[config.mk]
export PLATFORM = sky130hd
export DESIGN_NAME = slice_sequencer
export DESIGN_NICKNAME = d
export VERILOG_FILES = /design/src/rtl/slice_sequencer.sv
export SDC_FILE = /design/constraint.sdc
export NUM_CORES = 1
export LEC_CHECK = 0
export BUFFER_PORTS_ARGS = -buffer_cell sky130_fd_sc_hd__buf_2
export CAP_MARGIN = 20
export CORE_AREA = 2 2 97 89
export DETAILED_ROUTE_END_ITERATION = 10
export DIE_AREA = 0 0 99 91
export PLACE_DENSITY = 0.72
export SKIP_LAST_GASP = 1
export SLEW_MARGIN = 5
export SYNTH_ARGS = -nofsm -noshare
export SYNTH_HDL_FRONTEND = slang
export SYNTH_SLANG_ARGS = --single-unit
export TNS_END_PERCENT = 30
[constraint.sdc]
create_clock -name clk -period 2.35 [get_ports clk]
set_input_delay 0.1175 -clock clk [delete_from_list [all_inputs] [get_ports clk]]
set_output_delay 0.1175 -clock clk [all_outputs]
set_load 0.01 [all_outputs]
[src/rtl/slice_sequencer.sv]
// Slice sequencer: measure remaining stock, feed the track by one slice,
// cut, and repeat until the requested count is reached, the stock runs
// short, or the measurement times out.
module slice_sequencer #(
  parameter int STEPS_PER_MM = 16,
  parameter int MEAS_TIMEOUT = 1000000
) (
  input  logic        clk,
  input  logic        rst,
  input  logic        start_i,
  input  logic        pause_i,
  input  logic [7:0]  slice_len_i,
  input  logic [4:0]  slice_total_i,
  input  logic        dist_valid_i,
  input  logic [8:0]  dist_i,
  output logic        move_req_o,
  output logic [15:0] move_steps_o,
  input  logic        move_done_i,
  output logic        cut_req_o,
  input  logic        cut_done_i,
  output logic [4:0]  slice_cnt_o,
  output logic        busy_o,
  output logic        finish_o,
  output logic        short_o,
  output logic        err_o
);

  typedef enum logic [2:0] {
    S_IDLE, S_MEAS, S_MOVE, S_CUT, S_FIN, S_ERR
  } state_e;

  state_e      state_q, state_d;
  logic [7:0]  len_q, len_d;
  logic [4:0]  total_q, total_d;
  logic [4:0]  cnt_q, cnt_d;
  logic [31:0] meas_q, meas_d;
  logic [15:0] steps_q, steps_d;
  logic        move_req_q, move_req_d;
  logic        cut_req_q, cut_req_d;
  logic        busy_q, busy_d;
  logic        finish_q, finish_d;
  logic        short_q, short_d;
  logic        err_q, err_d;
  logic [4:0]  cnt_inc;

  assign cnt_inc = cnt_q + 5'd1;

  // State and all registered outputs; reset clears everything at once.
  always_ff @(posedge clk or posedge rst) begin
    if (rst) begin
      state_q    <= S_IDLE;
      len_q      <= '0;
      total_q    <= '0;
      cnt_q      <= '0;
      meas_q     <= '0;
      steps_q    <= '0;
      move_req_q <= 1'b0;
      cut_req_q  <= 1'b0;
      busy_q     <= 1'b0;
      finish_q   <= 1'b0;
      short_q    <= 1'b0;
      err_q      <= 1'b0;
    end else begin
      state_q    <= state_d;
      len_q      <= len_d;
      total_q    <= total_d;
      cnt_q      <= cnt_d;
      meas_q     <= meas_d;
      steps_q    <= steps_d;
      move_req_q <= move_req_d;
      cut_req_q  <= cut_req_d;
      busy_q     <= busy_d;
      finish_q   <= finish_d;
      short_q    <= short_d;
      err_q      <= err_d;
    end
  end

  // Next-state and next-output decode.
  always_comb begin
    state_d  = state_q;
    len_d    = len_q;
    total_d  = total_q;
    cnt_d    = cnt_q;
    meas_d   = meas_q;
    steps_d  = steps_q;
    finish_d = finish_q;
    short_d  = short_q;
    err_d    = err_q;
    case (state_q)
      S_IDLE, S_FIN, S_ERR: begin
        if (start_i) begin
          len_d    = slice_len_i;
          total_d  = slice_total_i;
          cnt_d    = '0;
          meas_d   = '0;
          finish_d = 1'b0;
          short_d  = 1'b0;
          err_d    = 1'b0;
          // Zero thickness is a bad job; zero count is trivially done.
          if (slice_len_i == 8'd0) begin
            state_d = S_ERR;
            err_d   = 1'b1;
          end else if (slice_total_i == 5'd0) begin
            state_d  = S_FIN;
            finish_d = 1'b1;
          end else begin
            state_d = S_MEAS;
          end
        end
      end
      S_MEAS: begin
        // Pause freezes both the timeout and measurement acceptance.
        if (!pause_i) begin
          if (dist_valid_i) begin
            if (dist_i < {1'b0, len_q}) begin
              state_d  = S_FIN;
              finish_d = 1'b1;
              short_d  = 1'b1;
            end else begin
              steps_d = 16'(32'(len_q) * 32'(STEPS_PER_MM));
              state_d = S_MOVE;
            end
          end else if (meas_q == 32'(MEAS_TIMEOUT - 1)) begin
            state_d = S_ERR;
            err_d   = 1'b1;
          end else begin
            meas_d = meas_q + 32'd1;
          end
        end
      end
      S_MOVE: begin
        if (move_done_i && move_req_q) state_d = S_CUT;
      end
      S_CUT: begin
        if (cut_done_i && cut_req_q) begin
          cnt_d = cnt_inc;
          if (cnt_inc == total_q) begin
            state_d  = S_FIN;
            finish_d = 1'b1;
          end else begin
            state_d = S_MEAS;
            meas_d  = '0;
          end
        end
      end
      default: state_d = S_IDLE;
    endcase
    // A request rises on the first unpaused cycle of its state and then
    // holds through pause until the state is left on its done pulse.
    move_req_d = (state_d == S_MOVE) && (move_req_q || !pause_i);
    cut_req_d  = (state_d == S_CUT)  && (cut_req_q  || !pause_i);
    busy_d     = (state_d == S_MEAS) || (state_d == S_MOVE) || (state_d == S_CUT);
  end

  assign move_req_o   = move_req_q;
  assign move_steps_o = steps_q;
  assign cut_req_o    = cut_req_q;
  assign slice_cnt_o  = cnt_q;
  assign busy_o       = busy_q;
  assign finish_o     = finish_q;
  assign short_o      = short_q;
  assign err_o        = err_q;

endmodule

==> summary.txt, run 1 <==
Run status
  • Result of the run: complete, no violations

Setup path
  • Worst reg-to-reg setup slack: 0.04 ns
  • Critical path endpoint category: register
  • Worst Path Max Fanout: 7
  • Required @ worst endpoint: 2.56 ns
  • CP Launch Type: register
  • Critical path class: register to register
  • Crit path DAT: 2.52 ns

Min path
  • Worst min path class: input pin to register

Layout
  • Non-filler cells, final: 608
  • # nets final: 543
  • Area grow syn2layout: 22.9%
  • Most common cell after layout, fill and taps aside: sky130_fd_sc_hd__dfrtp_1
  • Register area: 1680 um^2
  • Post-layout utilization of the core: 60.2%
  • Antenna diode count: 0
  • Proportion of layout cells with a drive suffix above 1: 27.7%
  • Commonest non-fill, non-tap cells in the layout: sky130_fd_sc_hd__dfrtp_1 (63), sky130_fd_sc_hd__buf_2 (47), sky130_fd_sc_hd__buf_4 (43)
  • Fillers: 680
  • Area used by multi-input combinational logic: 2050 um^2

GRT
  • Antenna violations before repair: 0
  • Overall track demand over capacity in global routing: 22.1%
  • Global route overflow: 0
  • Global-route wire length before repair: 16200 um
  • Largest net degree at the start of global routing: 68
  • Vias in the first global route: 3539

Timing
  • Count of final max-slew check failures: 0
  • Relative slew slack: 66.6%
  • Final setup fails: 0
  • Worst Slack Setup Final: 0.0373 ns
  • FMAX: 432 MHz
  • Period utilisation layout: 98.4%
  • Slew at the pin closest to its max-slew limit: 0.488 ns
  • Final period demand of the worst path: 2.31 ns
  • Final setup skew: 0.00569 ns
  • Setup repair after global routing missed its margin: yes
  • Final hold violation count: 0

Yosys
  • Area fraction in compound gates after synthesis: 17.5%
  • Number of enable-type register cells in the synthesized netlist: 0
  • Post-synthesis async set-or-reset flop share: 100%
  • Main synth FF type: sky130_fd_sc_hd__dfrtp_1
  • Post-synthesis adder-cell area fraction: 2.89%
  • Largest family of logic cells by synthesized area: simple AND/OR/NAND/NOR gates
  • Count of cell types in the netlist: 64
  • Part of the Yosys area used for sequential elements: 43.1%
  • Mapped Area: 3890 um^2
  • Mux share of post-synthesis cell area: 4.05%
  • Post-synthesis simple-gate area fraction: 23.8%
  • Synth Area in XOR/XNOR: 3.08%
  • Average cell area after synthesis: 9.38 um^2
  • Number of synthesized register bits: 67
  • Number of standard cells after synthesis: 415
  • Yosys warning total: 0

Floorplanning
  • Number of rows created at floorplan: 31
  • Core Box Area: 7950 um^2
  • Number of top-level pins: 56
  • Starting density of the core: 49.0%
  • Overall die area: 9010 um^2
  • DIE WIDTH: 99 um
  • Die Span Y: 91 um

Placed design
  • Inst Count DP: 586
  • Number of I/O port buffers: 47
  • Dpl hpwl: 7000 um
  • RePlAce Congestion: 0.870
  • Worst Setup Slack post-DPL: -0.0538 ns

Clock tree
  • Number of levels the H-tree was split into: 3
  • Clock Sinks: 67
  • Number of buffers inserted during clock tree synthesis: 9
  • Maximum clock insertion buffer count: 2
  • Clock root cell: sky130_fd_sc_hd__clkbuf_8
  • CTS tree: yes
  • Worst-Skew Late Latency: 0.35 ns
  • Clock slew seen by the registers of the worst setup and hold paths: 0.07 ns
  • Number of buffers inserted by post-CTS setup repair: 0

Pwr
  • Pwr Total: 0.00465 W
  • Static Leakage: 2.18 nW
  • Worst voltage drop across the vdd grid: 0.567 mV
  • Pwr per Cell Area: 972 nW/um^2

Route
  • Length of the first detailed-routing pass in iterations: 5
  • Routed WL: 9630 um
  • Number of design rule violations left after detail routing: 0
  • Average routed wire per standard cell: 15.8 um
  • Routed via count: 3592
  • Antenna viol nets, final: 0
  • First DRT Iteration DRCs: 198
  • Vias/cell: 5.91

Run
  • Max-cap check violation count: 0
==> repair_timing <==
| action | 4_1_cts | 5_1_grt |
|---|---|---|
| hold buffers | 7 | 0 |
| endpoints found under the hold margin | 73 | 0 |
| gates resized for setup | 2 | 9 |
| endpoints found under the setup margin | 13 | 29 |
==> registers in the layout (all words and copies together), names as in the netlist <==
register and cells:
meas_q 32, len_q 8, move_steps_o 8, slice_cnt_o 5, total_q 5, state_q 3
busy_o 1, cut_req_o 1, err_o 1, finish_o 1, move_req_o 1, short_o 1
==> cells by family (layout without fill, tap and decap cells) <==
family | after synthesis | in the layout
AO/OA/AOI/OAI | 103 | 103
XOR/XNOR | 12 | 12
adder cells (fa/ha/maj) | 9 | 9
buffers and inverters | 46 | 133
flip-flops | 67 | 67
multiplexers | 14 | 14
other | 1 | 8
AND/OR/NAND/NOR | 163 | 163
==> worst max-delay path: stages, from the launching register on <==
cell and delay (ns):
sky130_fd_sc_hd__dfrtp_2 0.40, sky130_fd_sc_hd__ha_2 0.23, sky130_fd_sc_hd__nor2b_1 0.12, sky130_fd_sc_hd__a211oi_1 0.07, sky130_fd_sc_hd__o32ai_2 0.33, sky130_fd_sc_hd__buf_4 0.22
sky130_fd_sc_hd__a311o_1 0.21, sky130_fd_sc_hd__and4_1 0.22, sky130_fd_sc_hd__inv_1 0.06, sky130_fd_sc_hd__a2111oi_0 0.32
==> report_power, final <==
part	leakage, nW	switching (W)	total, W	internal [W]
combinational	1.21	0.00111	0.00202	0.000919
sequential	0.873	0.000205	0.00167	0.00146
clock	0.0995	0.000422	0.000963	0.000542
==> routing by layer <==
| layer | part of all wire, % | track usage [%] | vias to the layer above | routed length [um] |
|---|---|---|---|---|
| met4 | 1.1 | 5.48 | 0 | 104 |
| met2 | 48 | 36.1 | 99 | 4620 |
| met1 | 46 | 29.4 | 1773 | 4450 |
| li1 | - | - | 1709 | - |
| met3 | 4.7 | 5.77 | 11 | 457 |
| met5 | 0 | 0 | - | 0 |
==> worst paths after layout <==
kind	to	cells after the start	from
max in group asynchronous	slice_cnt_o[0]$_DFFE_PP0P_	4	rst
setup / recovery	move_req_o$_DFF_PP0_	9	slice_cnt_o[0]$_DFFE_PP0P_
min in group asynchronous	meas_q[0]$_DFFE_PP0P_	4	rst
hold reg to reg	move_steps_o[11]$_DFFE_PP0P_	1	move_steps_o[11]$_DFFE_PP0P_
hold / removal	len_q[4]$_DFFE_PP0P_	3	slice_len_i[4]
setup reg to reg	move_req_o$_DFF_PP0_	9	slice_cnt_o[0]$_DFFE_PP0P_
==> synth_stat cells, types with 3 or more instances <==
cell                        number  share of area, %
sky130_fd_sc_hd__dfrtp_1        67                43
sky130_fd_sc_hd__nand2_1        34               3.3
sky130_fd_sc_hd__o21ai_0        30               3.9
sky130_fd_sc_hd__nor2_1         22               2.1
sky130_fd_sc_hd__a21oi_1        20               2.6
sky130_fd_sc_hd__nand3_1        20               2.6
sky130_fd_sc_hd__inv_1          19               1.8
sky130_fd_sc_hd__o31ai_1        18               3.5
sky130_fd_sc_hd__mux2_2         14               4.0
sky130_fd_sc_hd__nor4_1         11               1.8
sky130_fd_sc_hd__or4_1          10               1.9
sky130_fd_sc_hd__buf_2           9               1.2
sky130_fd_sc_hd__ha_1            9               2.9
sky130_fd_sc_hd__nand4_1         9               1.4
sky130_fd_sc_hd__buf_4           8               1.5
sky130_fd_sc_hd__clkbuf_1        8              0.77
sky130_fd_sc_hd__a211oi_1        7               1.3
sky130_fd_sc_hd__and3_1          7               1.1
sky130_fd_sc_hd__nor3_1          7              0.90
sky130_fd_sc_hd__or3_1           7               1.1
sky130_fd_sc_hd__xnor2_1         7               1.6
sky130_fd_sc_hd__nand2b_1        6              0.96
sky130_fd_sc_hd__a21o_1          5              0.96
sky130_fd_sc_hd__nor2b_1         4              0.64
sky130_fd_sc_hd__xor2_1          4              0.90
sky130_fd_sc_hd__a2111oi_0       3              0.67
sky130_fd_sc_hd__and2_1          3              0.48
sky130_fd_sc_hd__and4_1          3              0.67
sky130_fd_sc_hd__or2_2           3              0.48
==> metrics by stage <==
| stage | hold WS, ns | cell area [um^2] | TNS, ns |
|---|---|---|---|
| 2_1_floorplan | 0.204 | 3920 | 0 |
| 5_1_grt | 0.0158 | 4780 | -0.202 |
| 4_1_cts | 0.00794 | 4760 | 0 |
| 3_5_place_dp | 0.221 | 4500 | -0.331 |
| 3_3_place_gp | 0.219 | 4500 | 0 |
| 6_report | 0.0160 | 4780 | 0 |
==> area by class of cell <==
cell class	count	share of cell area [%]
inverter	19	1.49
multi-input combinational	309	42.8
sequential	67	35.1
clock inverter	2	0.732
tap	99	2.59
clock buffer	13	3.32
timing repair buffer	99	14.0
(Power assumes the default switching activity.)
==> inputs of run 2 (changes only) <==
Settings changed: CELL_PAD_IN_SITES_DETAIL_PLACEMENT set to 0, CELL_PAD_IN_SITES_GLOBAL_PLACEMENT set to 1, CORE_AREA 2 2 97 89 to 2 2 99 92, CTS_CLUSTER_SIZE set to 30, DIE_AREA 0 0 99 91 to 0 0 101 94, PLACE_DENSITY 0.72 to not set, PLACE_DENSITY_LB_ADDON set to 0.1.
Clock period 2.35 ns to 2.7 ns, I/O delays scaled along.
==> summary.txt, run 2 (synthesis results as in run 1) <==
Setup path
  • Critical path endpoint category: register
  • Crit path DAT: 2.73 ns
  • Standard cell with the maximum stage delay on the critical path: sky130_fd_sc_hd__dfrtp_1
  • Critical Path Max Stage Delay: 0.44 ns
  • Required @ worst endpoint: 2.94 ns
  • Worst reg-to-reg setup slack: 0.21 ns
  • Top cell family by delay on the critical path: simple AND/OR/NAND/NOR gates
  • Worst Path Max Fanout: 36
  • Cell breakdown of the critical path: ha_1, xor2_1, nor2_1, and3_1, and2_0, buf_12, or2_2, a211o_1
  • Buffer and inverter count on the worst path: 1
  • Critical path class: register to register
  • CP Launch Type: register

Pwr
  • Static Leakage: 2.02 nW
  • Int Pwr: 0.00236 W
  • Relative contribution of sequential cells to total power: 38.9%
  • Portion of total power attributed to combinational logic: 39.3%
  • Switching component of the power: 0.00148 W
  • Pwr per Cell Area: 850 nW/um^2
  • Power share of the clock group: 21.8%
  • Worst voltage drop across the vdd grid: 0.383 mV
  • Switching fraction of total power: 38.6%

Run status
  • Result of the run: complete, no violations

Clock tree
  • Hold buffers post-CTS: 1
  • Number of buffers inserted during clock tree synthesis: 9
  • Maximum clock insertion buffer count: 2
  • Clock slew seen by the registers of the worst setup and hold paths: 0.07 ns
  • Worst-Skew Late Latency: 0.35 ns
  • Number of buffers inserted by post-CTS setup repair: 0
  • Clock root cell: sky130_fd_sc_hd__clkbuf_8
  • CTS tree: yes
  • Clock Sinks: 67
  • Post-CTS Resized: 0
  • Number of levels the H-tree was split into: 3

Floorplanning
  • Die Span Y: 94 um
  • Number of top-level pins: 56
  • DIE WIDTH: 101 um
  • Overall die area: 9490 um^2
  • Starting density of the core: 46.3%
  • Number of rows created at floorplan: 32
  • Core Box Area: 8410 um^2

Layout
  • Most common cell after layout, fill and taps aside: sky130_fd_sc_hd__dfrtp_1
  • Area grow syn2layout: 16.0%
  • Commonest non-fill, non-tap cells in the layout: sky130_fd_sc_hd__dfrtp_1 (67), sky130_fd_sc_hd__buf_2 (47), sky130_fd_sc_hd__nand2_1 (34)
  • Proportion of layout cells with a drive suffix above 1: 22.3%
  • Fillers: 799
  • Register with the most flip-flops: meas_q
  • Number of flip-flops in the largest register: 32
  • Antenna diode count: 0
  • # nets final: 512
  • Design area: 4520 um^2

GRT
  • Global-route wire length before repair: 16300 um
  • Overall track demand over capacity in global routing: 22.0%
  • Vias in the first global route: 3249
  • Largest net degree at the start of global routing: 38
  • Antenna violations before repair: 0
  • Global route overflow: 0

Timing
  • Final hold violation count: 0
  • Setup_tns: 0 ns
  • Relative slew slack: 52.2%
  • Final setup fails: 0
  • Slew at the pin closest to its max-slew limit: 0.715 ns
  • Final period demand of the worst path: 2.49 ns
  • Final setup skew: 0.00654 ns
  • Period utilisation layout: 92.4%
  • FMAX: 401 MHz
  • Count of final max-slew check failures: 0
  • Setup repair after global routing missed its margin: no

Placed design
  • Dpl hpwl: 7110 um
  • Number of I/O port buffers: 47
  • Placed cell area: 4310 um^2
  • RePlAce Congestion: 0.883

Route
  • Routed WL: 9620 um
  • First DRT Iteration DRCs: 170
  • Length of the first detailed-routing pass in iterations: 4
  • Antenna viol nets, final: 0
  • Vias/cell: 5.73
  • Average routed wire per standard cell: 16.6 um
  • Number of design rule violations left after detail routing: 0
  • Routed via count: 3330

Run
  • Max-cap check violation count: 0

Min path
  • Worst min path class: input pin to register
==> run 2: cell types whose count changed in the layout (fill, tap and decap cells not counted), moves of 2 or more <==
cell | before | now
sky130_fd_sc_hd__dfrtp_2 | 4 | 0
sky130_fd_sc_hd__clkinvlp_4 | 0 | 2
sky130_fd_sc_hd__dlygate4sd3_1 | 7 | 1
sky130_fd_sc_hd__buf_4 | 43 | 18
sky130_fd_sc_hd__dfrtp_1 | 63 | 67
==> run 2: cell type report <==
cell class	instances	area (um^2)	share of cell area [%]
Clock buffer	12	145	3.21
Clock inverter	4	50.0	1.11
Inverter	19	71.3	1.58
Sequential cell	67	1680	37.1
Timing Repair Buffer	68	420	9.30
Tap cell	102	128	2.82
Multi-Input combinational cell	309	2030	44.9
==> run 2: power by group through the flow <==
stage                     Combinational [W]  Clock (W)  Sequential (W)
after CTS                           0.00151   0.000867         0.00149
after global routing                0.00168   0.000900         0.00154
final                               0.00151   0.000837         0.00149
after floorplan                    0.000973          0         0.00150
after global placement              0.00149          0         0.00150
after detailed placement            0.00150          0         0.00151
==> run 2: routing by layer <==
layer / up-vias / global-route usage (%) / part of all wire [%]
met4: 0 / 5.74 / 0.89
met3: 8 / 6.18 / 5.1
met1: 1600 / 31.4 / 50
met5: - / 0 / 0
li1: 1642 / - / -
met2: 80 / 32.7 / 44
==> run 2: path summary, 6_finish.rpt <==
path | startpoint | to | cells past startpoint
hold reg to reg | move_steps_o[5]$_DFFE_PP0P_ | move_steps_o[5]$_DFFE_PP0P_ | 1
min in group asynchronous | rst | meas_q[15]$_DFFE_PP0P_ | 3
setup reg to reg | slice_cnt_o[0]$_DFFE_PP0P_ | meas_q[5]$_DFFE_PP0P_ | 8
setup / recovery | slice_cnt_o[0]$_DFFE_PP0P_ | meas_q[5]$_DFFE_PP0P_ | 8
max in group asynchronous | rst | slice_cnt_o[1]$_DFFE_PP0P_ | 4
hold / removal | slice_len_i[5] | len_q[5]$_DFFE_PP0P_ | 3
==> run 2: metrics by stage <==
stage               utilization, %  power, W  instances  worst slack, ns  hold slack, ns
floorplan                        -   0.00247        422            0.243           0.222
global placement              51.3   0.00299        564            0.287           0.299
detailed placement            51.3   0.00301        564            0.226           0.302
CTS                           53.7   0.00387        581            0.214         0.00171
global route                  53.7   0.00411        581           0.0781          0.0308
finish                        53.7   0.00384        581            0.206          0.0113
==> run 2: worst min-delay path: stages <==
cell	delay (ns)
sky130_fd_sc_hd__buf_2	0.08
sky130_fd_sc_hd__nand2_1	0.04
sky130_fd_sc_hd__o21ai_0	0.06
==> inputs of run 3 (changes only) <==
Settings changed: CORE_AREA 2 2 99 92 to 2 2 107 99, DIE_AREA 0 0 101 94 to 0 0 109 101.
==> summary.txt, run 3 (synthesis results as in run 1) <==
Run status
  • Result of the run: complete, no violations

Pwr
  • Static Leakage: 2.07 nW
  • Pwr Total: 0.00405 W
  • Worst voltage drop across the vdd grid: 0.425 mV
  • Pwr per Cell Area: 874 nW/um^2

Clock tree
  • Maximum clock insertion buffer count: 2
  • Number of buffers inserted by post-CTS setup repair: 0
  • Clock root cell: sky130_fd_sc_hd__clkbuf_8
  • Worst-Skew Late Latency: 0.35 ns
  • CTS tree: yes
  • Number of buffers inserted during clock tree synthesis: 9
  • Number of levels the H-tree was split into: 3
  • Post-CTS Resized: 0
  • Clock Sinks: 67
  • Clock slew seen by the registers of the worst setup and hold paths: 0.07 ns
  • Hold buffers post-CTS: 4

Timing
  • Final hold violation count: 0
  • Setup_tns: 0 ns
  • Final setup skew: 0.0108 ns
  • Count of final max-slew check failures: 0
  • FMAX: 397 MHz
  • Hold_ws: 0.0263 ns
  • Slew at the pin closest to its max-slew limit: 0.715 ns
  • Period utilisation layout: 93.4%
  • Final setup fails: 0
  • Setup repair after global routing missed its margin: no
  • Final period demand of the worst path: 2.52 ns
  • Relative slew slack: 52.2%

Floorplanning
  • DIE WIDTH: 109 um
  • Starting density of the core: 39.2%
  • Overall die area: 11000 um^2
  • Number of top-level pins: 56
  • Number of rows created at floorplan: 35
  • Core Box Area: 9940 um^2
  • Die Span Y: 101 um

Setup path
  • Critical path class: register to register
  • Critical Path Max Stage Delay: 0.44 ns
  • Cell breakdown of the critical path: ha_1, xor2_1, nor2_1, and3_1, and2_0, buf_12, or2_2, a211o_1
  • CP Launch Type: register
  • Required @ worst endpoint: 2.94 ns
  • Standard cell with the maximum stage delay on the critical path: sky130_fd_sc_hd__dfrtp_1
  • Crit Reg-Reg Startpoint: slice_cnt_o[0]$_DFFE_PP0P_
  • Worst Path Max Fanout: 36
  • Number of cells on the worst reg-to-reg path: 8
  • Crit Reg-Reg Endpoint: meas_q[13]$_DFFE_PP0P_
  • Crit path DAT: 2.76 ns
  • Worst reg-to-reg setup slack: 0.18 ns
  • Critical path endpoint category: register

Route
  • Length of the first detailed-routing pass in iterations: 4
  • Routed via count: 3333
  • Antenna viol nets, final: 0
  • Number of design rule violations left after detail routing: 0
  • Routed WL: 9890 um
  • Average routed wire per standard cell: 16.2 um
  • Vias/cell: 5.45
  • First DRT Iteration DRCs: 158

GRT
  • Global-route wire length before repair: 16800 um
  • Busiest metal layer after global routing: met2
  • Overall track demand over capacity in global routing: 19.7%
  • Met1 track demand over resource: 27.7%
  • Vias in the first global route: 3270
  • Largest net degree at the start of global routing: 37
  • Met3 demand-to-capacity share in global routing: 4.52%
  • Antenna violations before repair: 0
  • Global route overflow: 0
  • GR Layer Usage met2: 30.2%

Layout
  • Most common cell after layout, fill and taps aside: sky130_fd_sc_hd__dfrtp_1
  • Register with the most flip-flops: meas_q
  • Area grow syn2layout: 19.1%
  • Commonest non-fill, non-tap cells in the layout: sky130_fd_sc_hd__dfrtp_1 (67), sky130_fd_sc_hd__buf_2 (47), sky130_fd_sc_hd__nand2_1 (34)
  • # nets final: 516
  • Antenna diode count: 0
  • Post-layout utilization of the core: 46.6%
  • Proportion of layout cells with a drive suffix above 1: 22.6%
  • Number of flip-flops in the largest register: 32

Min path
  • Hold-critical path endpoint: len_q[3]$_DFFE_PP0P_
  • Hold Path Stages: 3
  • Startpoint of the worst hold path: slice_len_i[3]
  • Worst min path class: input pin to register

Placed design
  • RePlAce Congestion: 0.787
  • Number of I/O port buffers: 47
  • Dpl hpwl: 7130 um

Run
  • Max-cap check violation count: 0
==> run 3: changes by cell type in the layout (fill, tap and decap cells not counted) <==
cell                            change
sky130_fd_sc_hd__clkinv_2           +1
sky130_fd_sc_hd__buf_4              +1
sky130_fd_sc_hd__bufinv_16          +2
sky130_fd_sc_hd__clkbuf_1           -1
sky130_fd_sc_hd__dlygate4sd3_1      +3
sky130_fd_sc_hd__clkinvlp_4         -2
==> run 3: stage by stage <==
stage               setup slack, ns  cells  cell area [um^2]
finish                        0.178    612              4640
global route                 0.0513    612              4640
CTS                           0.181    612              4640
detailed placement            0.188    592              4350
global placement              0.244    592              4350
floorplan                     0.243    422              3920
==> run 3: critical path, delay by kind of cell (launching register included) <==
family	cells	cell delay [ns]
XOR/XNOR	1	0.15
flip-flops	1	0.44
buffers and inverters	1	0.18
adder cells (fa/ha/maj)	1	0.34
AND/OR/NAND/NOR	4	0.96
AO/OA/AOI/OAI	1	0.31
==> run 3: power breakdown <==
group          internal [W]  total [W]  switching (W)
sequential          0.00127    0.00150       0.000230
combinational      0.000648    0.00152       0.000872
clock              0.000636    0.00104       0.000402
total               0.00255    0.00405        0.00150
==> run 3: worst max path at each step <==
| stage | from | to | slack [ns] | depth (start not counted) |
|---|---|---|---|---|
| after detailed placement | slice_cnt_o[0]$_DFFE_PP0P_ | meas_q[13]$_DFFE_PP0P_ | 0.19 | 8 |
| final | slice_cnt_o[0]$_DFFE_PP0P_ | meas_q[13]$_DFFE_PP0P_ | 0.18 | 8 |
| after floorplan | slice_cnt_o[0]$_DFFE_PP0P_ | meas_q[6]$_DFFE_PP0P_ | 0.24 | 11 |
| after global routing | slice_cnt_o[0]$_DFFE_PP0P_ | move_req_o$_DFF_PP0_ | 0.05 | 9 |
| after CTS | slice_cnt_o[0]$_DFFE_PP0P_ | meas_q[13]$_DFFE_PP0P_ | 0.18 | 8 |
| after global placement | slice_cnt_o[0]$_DFFE_PP0P_ | meas_q[5]$_DFFE_PP0P_ | 0.24 | 8 |
==> run 3: area by class of cell <==
class | instances | area (um^2)
Fill cell | 980 | 5310
Multi-Input combinational cell | 309 | 2030
Sequential cell | 67 | 1680
Timing Repair Buffer | 72 | 458
Tap cell | 129 | 161
Clock buffer | 11 | 141
Clock inverter | 5 | 100
Inverter | 19 | 71.3
==> run 3: per-layer routing <==
layer / share of wire [%] / vias up
met3: 4.6 / 8
met4: 0.96 / 0
met1: 49 / 1596
li1: - / 1647
met5: 0 / -
met2: 45 / 82
